$ cat src/rtl/operand_fetch.sv
// Register-read stage between decode and execute: fetches up to three source
// operands one per cycle through a single register-file read port.
module operand_fetch (
   input  logic        clk,
   input  logic        reset,
   // decode side
   input  logic        in_valid,
   output logic        in_ready,
   input  logic [31:0] in_instr,
   input  logic [31:0] in_pc,
   input  logic [3:0]  in_rn,
   input  logic [3:0]  in_rm,
   input  logic [3:0]  in_rs,
   input  logic        in_use_rn,
   input  logic        in_use_rm,
   input  logic        in_use_rs,
   // register file read port
   output logic [3:0]  rf_read_addr,
   input  logic [31:0] rf_read_data,
   // writeback bypass
   input  logic        wb_valid,
   input  logic [3:0]  wb_addr,
   input  logic [31:0] wb_data,
   // execute side
   output logic        out_valid,
   input  logic        out_ready,
   output logic [31:0] out_instr,
   output logic [31:0] out_pc,
   output logic [31:0] out_op_n,
   output logic [31:0] out_op_m,
   output logic [31:0] out_op_s
);

   typedef enum logic [2:0] {
      ST_IDLE,
      ST_RD_N,
      ST_RD_M,
      ST_RD_S,
      ST_DONE
   } state_t;

   localparam logic [3:0] PC_REG = 4'd15;

   state_t      r_state;
   state_t      w_next_state;

   logic [31:0] r_instr;
   logic [31:0] r_pc;
   logic [3:0]  r_rn;
   logic [3:0]  r_rm;
   logic [3:0]  r_rs;
   logic        r_use_m;
   logic        r_use_s;
   logic [31:0] r_op_n;
   logic [31:0] r_op_m;
   logic [31:0] r_op_s;

   logic        w_accept;
   logic        w_fwd_hit;
   logic [31:0] w_pc_plus8;
   logic [31:0] w_sel_val;

   // Earliest read state among the operands still to be fetched.
   function automatic state_t first_used(input logic use_n,
                                         input logic use_m,
                                         input logic use_s);
      state_t st;
      if (use_n)
         st = ST_RD_N;
      else if (use_m)
         st = ST_RD_M;
      else if (use_s)
         st = ST_RD_S;
      else
         st = ST_DONE;
      return st;
   endfunction

   assign in_ready  = (r_state == ST_IDLE);
   assign out_valid = (r_state == ST_DONE);
   assign w_accept  = in_ready & in_valid;

   // NOTE: sequential state uses non-blocking assignment so every register
   // samples pre-edge values regardless of block evaluation order.
   always_ff @(posedge clk or posedge reset) begin
      if (reset)
         r_state <= ST_IDLE;
      else
         r_state <= w_next_state;
   end

   // NOTE: every combinational output gets a default before the case so that
   // no path leaves it unassigned and a latch is inferred.
   always_comb begin
      w_next_state = r_state;
      rf_read_addr = 4'd0;
      case (r_state)
         ST_IDLE: begin
            if (in_valid)
               w_next_state = first_used(in_use_rn, in_use_rm, in_use_rs);
         end
         ST_RD_N: begin
            rf_read_addr = r_rn;
            w_next_state = first_used(1'b0, r_use_m, r_use_s);
         end
         ST_RD_M: begin
            rf_read_addr = r_rm;
            w_next_state = first_used(1'b0, 1'b0, r_use_s);
         end
         ST_RD_S: begin
            rf_read_addr = r_rs;
            w_next_state = ST_DONE;
         end
         ST_DONE: begin
            if (out_ready)
               w_next_state = ST_IDLE;
         end
         default: w_next_state = ST_IDLE;
      endcase
   end

   // r15 reads return PC+8 even when a writeback targets r15 this cycle.
   assign w_pc_plus8 = r_pc + 32'd8;
   assign w_fwd_hit  = wb_valid && (wb_addr == rf_read_addr);

   always_comb begin
      if (rf_read_addr == PC_REG)
         w_sel_val = w_pc_plus8;
      else if (w_fwd_hit)
         w_sel_val = wb_data;
      else
         w_sel_val = rf_read_data;
   end

   always_ff @(posedge clk or posedge reset) begin
      if (reset) begin
         r_instr <= 32'd0;
         r_pc    <= 32'd0;
         r_rn    <= 4'd0;
         r_rm    <= 4'd0;
         r_rs    <= 4'd0;
         r_use_m <= 1'b0;
         r_use_s <= 1'b0;
         r_op_n  <= 32'd0;
         r_op_m  <= 32'd0;
         r_op_s  <= 32'd0;
      end else if (w_accept) begin
         r_instr <= in_instr;
         r_pc    <= in_pc;
         r_rn    <= in_rn;
         r_rm    <= in_rm;
         r_rs    <= in_rs;
         r_use_m <= in_use_rm;
         r_use_s <= in_use_rs;
         r_op_n  <= 32'd0;
         r_op_m  <= 32'd0;
         r_op_s  <= 32'd0;
      end else begin
         case (r_state)
            ST_RD_N: r_op_n <= w_sel_val;
            ST_RD_M: r_op_m <= w_sel_val;
            ST_RD_S: r_op_s <= w_sel_val;
            default: ;
         endcase
      end
   end

   assign out_instr = r_instr;
   assign out_pc    = r_pc;
   assign out_op_n  = r_op_n;
   assign out_op_m  = r_op_m;
   assign out_op_s  = r_op_s;

endmodule

$ cat config.mk
export PLATFORM = sky130hd
export DESIGN_NAME = operand_fetch
export DESIGN_NICKNAME = d
export VERILOG_FILES = /design/src/rtl/operand_fetch.sv
export SDC_FILE = /design/constraint.sdc
export NUM_CORES = 1
export LEC_CHECK = 0
export BUFFER_PORTS_ARGS = -buffer_cell sky130_fd_sc_hd__clkbuf_2
export CORE_MARGIN = 4
export CORE_UTILIZATION = 25
export CTS_CLUSTER_SIZE = 40
export DETAILED_ROUTE_END_ITERATION = 16
export PLACE_DENSITY = 0.5
export SYNTH_ARGS = -nofsm -noshare
export SYNTH_HDL_FRONTEND = slang
export SYNTH_SLANG_ARGS = --single-unit
$ cat constraint.sdc
create_clock -name clk -period 14.1 [get_ports clk]
set_input_delay 2.115 -clock clk [delete_from_list [all_inputs] [get_ports clk]]
set_output_delay 2.115 -clock clk [all_outputs]
set_load 0.005 [all_outputs]
Word-level counts from Yosys, hierarchy flattened
Index checks and enable logic that the tools add are counted.
{"block": "totals", "wordCells": 44, "inputBits": 152, "reg_bits": 177}
{"block": "op_classes", "bitwise": 1, "n_mux": 17, "n_reduce_logical": 6, "n_eq_ne": 8, "addsub": 1}
{"op": "$mux W32", "count": 8}
{"op": "$add A32 B4 Y32 const B", "count": 1}
{"op": "$mux W3", "count": 7}
{"op": "$pmux W3 S5", "count": 1}
{"op": "$pmux W4 S3", "count": 1}
{"op": "$eq A3 B2 Y1 const B", "count": 2}
{"op": "$reduce_bool A2 Y1", "count": 3}
{"op": "$eq A4 B4 Y1", "count": 1}
{"op": "$eq A4 B4 Y1 const B", "count": 1}
{"op": "$eq A3 B1 Y1 const B", "count": 1}
{"op": "$eq A3 B3 Y1 const B", "count": 1}
{"op": "$logic_not A3 Y1", "count": 1}
{"op": "$ne A2 B1 Y1 const B", "count": 1}
{"op": "$ne A2 B2 Y1 const B", "count": 1}
{"op": "$reduce_and A2 Y1", "count": 1}
{"op": "$and A1 B1 Y1", "count": 1}
{"op": "$logic_and A1 B1 Y1", "count": 1}

Longest topological paths before layout
Gate-level depths: netlist of run 1.
{"block": "logic_depth", "word_depth": 8, "ltp_mapped": 10, "ltp_nobuf": 7}

Worst setup path after synthesis of run 1
OpenSTA, ideal clock, no wires.
{"block": "synth_path", "path_type": "input to register", "start": "in wb_addr[3]", "end": "reg r_op_m[14], in the netlist out_op_m[14]", "n_path_buf": 2, "arrival_ns": 3.754, "setup_slack_ns": 10.225, "stages": 8, "cell_sequence": "or3b_2 > mux2_2 > and3_1 > clkbuf_1 > clkbuf_1 > nand4_1 > o211ai_1 > a32o_1"}
{"block": "synth_between", "elab_chain_len": 6}
{"element": "start, declared", "line": "22", "rtl": "input logic [3:0] wb_addr,"}
{"element": "$eq A4 B4 Y1", "line": "124", "rtl": "assign w_fwd_hit = wb_valid && (wb_addr == rf_read_addr);"}
{"element": "$logic_and A1 B1 Y1", "line": "124"}
{"element": "$mux W32", "line": "129", "rtl": "else if (w_fwd_hit)"}
{"element": "$mux W32", "line": "127", "rtl": "if (rf_read_addr == PC_REG)"}
{"element": "$mux W32", "line": "159", "rtl": "case (r_state)"}
{"element": "$mux W32", "line": "147", "rtl": "end else if (w_accept) begin"}
{"element": "end signal, assigned", "line": "161", "rtl": "ST_RD_M: r_op_m <= w_sel_val;"}
{"element": "end, declared", "line": "55", "rtl": "logic [31:0] r_op_m;"}
No other way between the ends. The select of a mux whose other input is x is not followed.
A chain may end at the register's enable or synchronous reset.

Worst setup path after layout of run 1
{"block": "layout_path", "start": "reg r_state[1]", "end": "out rf_read_addr[0]"}
{"block": "layout_between", "elab_chain_len": 2, "elab_cells_between_ends": 4}
{"element": "start, declared", "line": "44", "rtl": "state_t r_state;"}
{"element": "start signal, assigned", "line": "89", "rtl": "r_state <= w_next_state;"}
{"element": "$eq A3 B2 Y1 or $eq A3 B1 Y1 (tied branches)", "line": "97", "rtl": "case (r_state)"}
{"element": "$pmux W4 S3 *", "line": "97"}
{"element": "end, declared", "line": "18", "rtl": "output logic [3:0] rf_read_addr,"}
Every way passes the cells marked *; elsewhere a longest branch is shown, timed or not.

==> results.md, run 1 <==
- Status: finished, final reports clean
- Cell area after synthesis: 8330 um2
- Final worst-path cycle share: 32.7%
- Final hold violations: 0
- Avg Inst Size Synth: 11.8 um2
- Vias in the first global route: 7543
- Distinct cells, synth: 50
- Global-route wire length before repair: 47.4 mm
- Routed vias/inst: 4.96
- Cells after synthesis: 708
- RSZ-0062 raised after global routing: no
- Synthesis warning total: 0
- # hold bufs at CTS: 0
- N_diodes: 0
- Final setup viols: 0
- Starting Density: 25.5%
- Layout cells sized above 1: 45.6%
- Worst Skew: 0.0133 ns
- CTS tree: yes
- Crit Path Category: flip-flop to output pin
- Synthesis-to-finish area growth: 31.4%
- Setup TNS: 0 ns
- Die Span X: 191 um
- #FFs+latches synth: 177
- Register area share after synthesis: 53.2%
- GPL Wtd Cong: 0.769
- Slew Limit Fails: 0
- Maximum VDD drop: 0.0985 mV
- Simple logic cell fraction of the synthesized area: 11.4%
- I/O Buffers: 317
- Clk root buf: clkbuf_16
- Synth area leader: dfrtp_1
- Lkg Pwr: 5.03 nW
- Post-synthesis compound-gate area fraction: 17.5%
- CTS H-Tree Depth: 4
- Hold path start: out_op_s[27]
- Post-CTS setup buffer count: 0
- Tot Pwr: 0.00230 W
- Vias: 7212
- Yosys top cell area share: 53.2%
- First-pass detailed-route iteration total: 4
- FP Rows: 66
- Nets@finish: 1151
- Minimum clock period: 4.61 ns
- EDFF count, synth: 0
- Async SR Flop Fraction: 100%
- Startpoint Class: flip-flop
- Post-synthesis adder-cell area fraction: 0.150%
- Crit path DAT: 2.49 ns
- Post-DP HPWL: 22.9 mm
- Post-CTS resize count: 0
- Post-Route WL: 31.6 mm
- Initial antenna violation count: 1
- Total gr overflow: 0
- Ys flop type: dfrtp_1
- Final ANT Viol Nets: 0
- Max_slew headroom: 19.3%
- Finished Core Util: 33.5%
- Crit path from: r_state[1]
- Core footprint: 32700 um2
- DR iter-0 viols: 350
- Reg-to-Reg Start: r_state[1]
- Post-synthesis mux area share: 11.4%
- Largest family of logic cells by synthesized area: compound AO/OA/AOI/OAI gates
- CTS sink cnt: 177
- WHS: 0.484 ns
- Highest clock rate: 0.217 GHz
- XOR/XNOR share of the synthesized area: 2.31%
- # IOs: 318
- CP Max Fanout: 26
- Slew @ Worst Pin: 1.21 ns
- Largest net degree at the start of global routing: 109
- Synth area leaders: dfrtp_1 (53%), mux2_2 (11%), a32o_1 (8.3%)
- PD cells: 210 nW/um2
- Clock Tree Buf Depth: 2
- Syn Nets: 861
- Die Area: 36300 um2
- Routed len/inst: 21.8 um
- Tot GR Track Use: 17.3%
- Total CTS buffers: 17
- Residual DRC count: 0
- Die height: 191 um
- Crit. End Element: output pin
- Worst-Skew Late Latency: 0.44 ns
- Clock transition at path regs: 0.07 ns
- Maxcap violations: 0
- Worst Hold Class: flip-flop to flip-flop
- CP required: 11.98 ns
==> routing by layer <==
metal	up-vias	track usage (%)	part of all wire (%)
met5	-	0	0.041
met4	2	5.33	2.0
met3	33	5.03	6.4
met2	252	27.0	46
met1	3637	23.3	45
li1	3288	-	-
==> flip-flops by register name, indices dropped and copies added (netlist names) <==
register	cells
out_instr	32
out_op_m	32
out_op_n	32
out_op_s	32
out_pc	32
r_rm	4
r_rn	4
r_rs	4
r_state	3
r_use_m	1
r_use_s	1
==> worst max-delay path, stage by stage (launching register included) <==
cell,delay (ns)
dfrtp_1,0.96
nor3b_4,0.30
buf_4,0.40
a2bb2oi_2,0.19
inv_1,0.09
clkbuf_2,0.11
==> where the power goes <==
part	internal, W	leakage [nW]	switching (W)	total (W)
logic	0.000427	2.49	0.000461	0.000888
registers	0.000724	2.25	0.000208	0.000933
clock network	0.000262	0.293	0.000220	0.000482
==> cells in the final DEF, fill, tap and decap left out, types with 3 or more instances in the layout <==
master     instances
inv_6              6
a32o_1            69
nor3_1             8
clkbuf_8           3
nand3_1           13
o21ai_0           10
and2_1             6
nand2_1           59
buf_4             10
o31ai_1           25
a211oi_2           7
xnor2_1           15
nor2b_1            3
nor2_1            18
dfrtp_1          177
clkbuf_16         17
mux2_2            81
nand4_1           28
nand2b_1           7
clkbuf_2         317
a21oi_1            4
inv_1             25
and3_1             4
and4_1            10
o31a_1             9
xor2_1             7
o211ai_1          25
mux2i_1            4
clkinv_4           3
nor3b_1            3
==> cell usage after synthesis (2+ instances only) <==
| cell type | n |
|---|---|
| o21ai_0 | 10 |
| a211oi_2 | 7 |
| buf_2 | 14 |
| inv_1 | 26 |
| and2_1 | 7 |
| nand3_1 | 13 |
| xnor2_1 | 15 |
| o31a_1 | 9 |
| mux2i_1 | 4 |
| nand2b_1 | 7 |
| nand4bb_1 | 2 |
| nor3b_2 | 2 |
| a31oi_1 | 2 |
| and3_1 | 4 |
| o21bai_1 | 2 |
| xor2_1 | 7 |
| nor3b_1 | 3 |
| a32o_1 | 69 |
| clkbuf_1 | 36 |
| buf_4 | 3 |
| nor2_1 | 19 |
| nand2_1 | 59 |
| nand4_1 | 28 |
| a2111oi_2 | 2 |
| nand3b_1 | 2 |
| a21oi_1 | 4 |
| and4_1 | 10 |
| nor3_1 | 8 |
| nor4bb_1 | 2 |
| o21ai_1 | 2 |
| mux2_2 | 81 |
| or3b_2 | 2 |
| o31ai_1 | 25 |
| a21boi_0 | 2 |
| nor2b_1 | 3 |
| dfrtp_1 | 177 |
| buf_1 | 3 |
| o211ai_1 | 25 |
==> final cells by class <==
class                      count  area [um2]
fill                        3437       21800
sequential                   177        4430
multi-input combinational    449        3610
timing repair buffer         327        1660
tap                          442         553
clock buffer                  20         467
clock inverter                12         119
inverter                      26         105
==> final timing paths <==
| check | depth (start not counted) | to | slack, ns |
|---|---|---|---|
| worst max-delay path | 5 | rf_read_addr[0] | 9.49 |
| worst min-delay path | 2 | out_op_s[27] | 0.48 |
| worst max register to register | 8 | out_op_m[21] | 10.16 |
| worst min register to register | 2 | out_op_s[27] | 0.48 |
| max in group asynchronous | 3 | out_pc[26] | 10.76 |
| min in group asynchronous | 2 | out_instr[8] | 1.81 |
==> kinds of logic (layout without fill, tap and decap cells) <==
| kind of cell | Yosys count | in the layout |
|---|---|---|
| AOI/OAI and AO/OA | 167 | 167 |
| and+or+nand+nor | 174 | 174 |
| muxes | 85 | 85 |
| adders and majority gates | 1 | 1 |
| buffers and inverters | 82 | 385 |
| DFF | 177 | 177 |
| xor gates and xnor gates | 22 | 22 |
==> stage by stage <==
| step | std cells | setup WS (ns) | cell area, um2 |
|---|---|---|---|
| detailed placement | 1421 | 9.60 | 10400 |
| finish | 1453 | 9.49 | 10900 |
| global placement | 1421 | 9.62 | 10400 |
| global route | 1453 | 9.32 | 10900 |
| floorplan | 708 | 7.18 | 8330 |
| CTS | 1453 | 9.45 | 10900 |
Power figures use the tool's default switching activity.
==> run 2, diff against run 1 <==
==> constraint.sdc (replaced) <==
create_clock -name clk -period 4.8 [get_ports clk]
set_input_delay 0.72 -clock clk [delete_from_list [all_inputs] [get_ports clk]]
set_output_delay 0.72 -clock clk [all_outputs]
set_load 0.005 [all_outputs]
==> run 2 against run 1 <==
Net effect: cell area up 0.39%; global-route usage down 0.22 points; routed wire length down 0.49%; critical path type is now flip-flop to flip-flop; total power rose to 2.9 times the previous value; worst hold slack worse by 0.0018 ns; final cell count about the same; sequential share of layout area down 0.16 points; first-iteration DRC count up 4.9%; critical path depth up 2; utilization up 0.13 points.
==> results.md, run 2 (synthesized netlist as in run 1, its figures left out) <==
- Core footprint: 32700 um2 (unchanged)
- Most frequent cells in the layout: clkbuf_2 (317), dfrtp_1 (177), mux2_2 (81)
- Die height: 191 um (unchanged)
- CTS sink cnt: 177 (unchanged)
- PD cells: 618 nW/um2 (+190%)
- Worst Hold Class: flip-flop to flip-flop
- Total CTS buffers: 17 (unchanged)
- RSZ-0062 raised after global routing: no
- CTS H-Tree Depth: 4 (unchanged)
- Initial antenna violation count: 0 (-1)
- Final hold violations: 0 (unchanged)
- Final instance area: 11000 um2 (+0.39%)
- Worst Skew: 0.0154 ns (+0.00213 ns)
- Post-Route WL: 31.5 mm (-0.49%)
- # IOs: 318 (unchanged)
- Final setup viols: 0 (unchanged)
- Die Span X: 191 um (unchanged)
- Worst-Skew Late Latency: 0.45 ns (about the same)
- Starting Density: 25.5% (unchanged)
- Post-CTS setup buffer count: 0 (unchanged)
- Total gr overflow: 0 (unchanged)
- Vias: 7218 (+0.083%)
- Clk root buf: clkbuf_16
- Routed len/inst: 21.7 um (-0.56%)
- Post-DP HPWL: 23.0 mm (+0.67%)
- Residual DRC count: 0 (unchanged)
- Slowest stage cell, crit path: dfrtp_1
- Startpoint Class: flip-flop
- Max_slew headroom: 25.7% (+6.5 points)
- Final ANT Viol Nets: 0 (unchanged)
- First-pass detailed-route iteration total: 5 (+1)
- Crit path DAT: 4.10 ns (+1.61 ns)
- CP Max Fanout: 26 (unchanged)
- Worst path cell trace: mux2i_1 -> a2bb2oi_2 -> a2111o_1 -> nor3_4 -> buf_4 -> o211ai_1 -> a32o_1
- Crit. End Element: flip-flop
- Die Area: 36300 um2 (unchanged)
- Minimum clock period: 3.77 ns
- DR iter-0 viols: 367 (+4.9%)
- Synthesis-to-finish area growth: 31.9%
- Pre-CTS setup slack: 1.04 ns (-8.56 ns)
- FP Rows: 66 (unchanged)
- Maximum VDD drop: 0.255 mV (+160%)
- Commonest non-fill, non-tap cell in the layout: clkbuf_2
- Layout cells sized above 1: 45.7% (+0.054 points)
- # hold bufs at CTS: 0 (unchanged)
- Largest stage delay, worst path: 0.93 ns (-0.03 ns)
- Final setup margin: 1.03 ns (-8.46 ns)
- Final worst-path cycle share: 78.5%
- Post-CTS resize count: 0 (unchanged)
- Nets@finish: 1153 (+0.17%)
- Maxcap violations: 0 (unchanged)
- CP required: 5.13 ns (-6.85 ns)
- Global-route wire length before repair: 47.0 mm (-0.89%)
- Setup TNS: 0 ns (unchanged)
- Clock Tree Buf Depth: 2 (unchanged)
- Routed vias/inst: 4.96 (about the same)
- I/O Buffers: 317 (unchanged)
- GPL Wtd Cong: 0.797 (+3.6%)
- Highest clock rate: 0.265 GHz
- CTS tree: yes
- Clock transition at path regs: 0.07 ns (about the same)
- Crit Path Category: flip-flop to flip-flop
- Placed instance area: 10400 um2 (+0.23%)
- Vias in the first global route: 7586 (+0.57%)
- Slew @ Worst Pin: 1.11 ns (-0.0922 ns)
- Slew Limit Fails: 0 (unchanged)
- Tot Pwr: 0.00679 W (+190%)
- Tot GR Track Use: 17.1% (-0.22 points)
- N_diodes: 0 (unchanged)
- Status: finished, final reports clean
- Lkg Pwr: 5.04 nW (+0.17%)
- Largest net degree at the start of global routing: 178 (+63%)
[run 2: cell types whose count changed in the layout (fill, tap and decap cells not counted)]
cell	previous run	this run
clkbuf_8	3	4
inv_8	1	0
buf_4	10	11
clkinv_2	2	1
inv_6	6	3
bufinv_16	1	2
clkinvlp_4	0	3
buf_12	0	1
clkinv_4	3	2
[run 2: area by class of cell]
type                    count  area, um2
multi-input cells         449       3610
well taps                 442        553
clock buffers              21        480
repair buffers            329       1690
clock inverters            10        124
flip-flops and latches    177       4430
inverters                  26        101
fillers                  3453      21700
[run 2: final timing paths]
path / start / end / slack (ns) / cells past startpoint
setup / recovery: r_state[1] / out_op_m[21] / 1.03 / 7
hold / removal: out_op_m[27] / out_op_m[27] / 0.48 / 2
setup reg to reg: r_state[1] / out_op_m[21] / 1.03 / 7
hold reg to reg: out_op_m[27] / out_op_m[27] / 0.48 / 2
max in group asynchronous: reset / out_pc[4] / 3.47 / 3
min in group asynchronous: reset / out_instr[24] / 0.54 / 3
[run 2: per-stage QoR]
| step | util, % | hold WS [ns] | std cells |
|---|---|---|---|
| 5_1_grt | 33.6 | 0.478 | 1454 |
| 2_1_floorplan | - | 0.473 | 708 |
| 4_1_cts | 33.6 | 0.475 | 1454 |
| 3_3_place_gp | 31.8 | 0.471 | 1423 |
| 6_report | 33.6 | 0.482 | 1454 |
| 3_5_place_dp | 31.8 | 0.468 | 1423 |
[run 2: layer usage]
metal,part of all wire (%),wire [um],global-route usage (%),vias to the layer above
met5,0,0,0,-
met4,1.4,427,4.14,0
met3,7.3,2310,4.92,28
met2,48,15000,28.2,299
met1,44,13700,22.2,3624
li1,-,-,-,3267
[run 2: power by group]
group / leakage [nW] / switching (W) / internal (W)
sequential: 2.25 / 0.000620 / 0.00213
combinational: 2.50 / 0.00132 / 0.00126
clock: 0.293 / 0.000631 / 0.000826
total: 5.04 / 0.00257 / 0.00422
[run 2: critical path, delay by kind of cell, from the launching register on]
| family | cells | cell delay, ns |
|---|---|---|
| flops | 1 | 0.93 |
| compound gates | 4 | 1.33 |
| simple gates | 1 | 0.73 |
| buf+inv | 1 | 0.41 |
| mux | 1 | 0.24 |
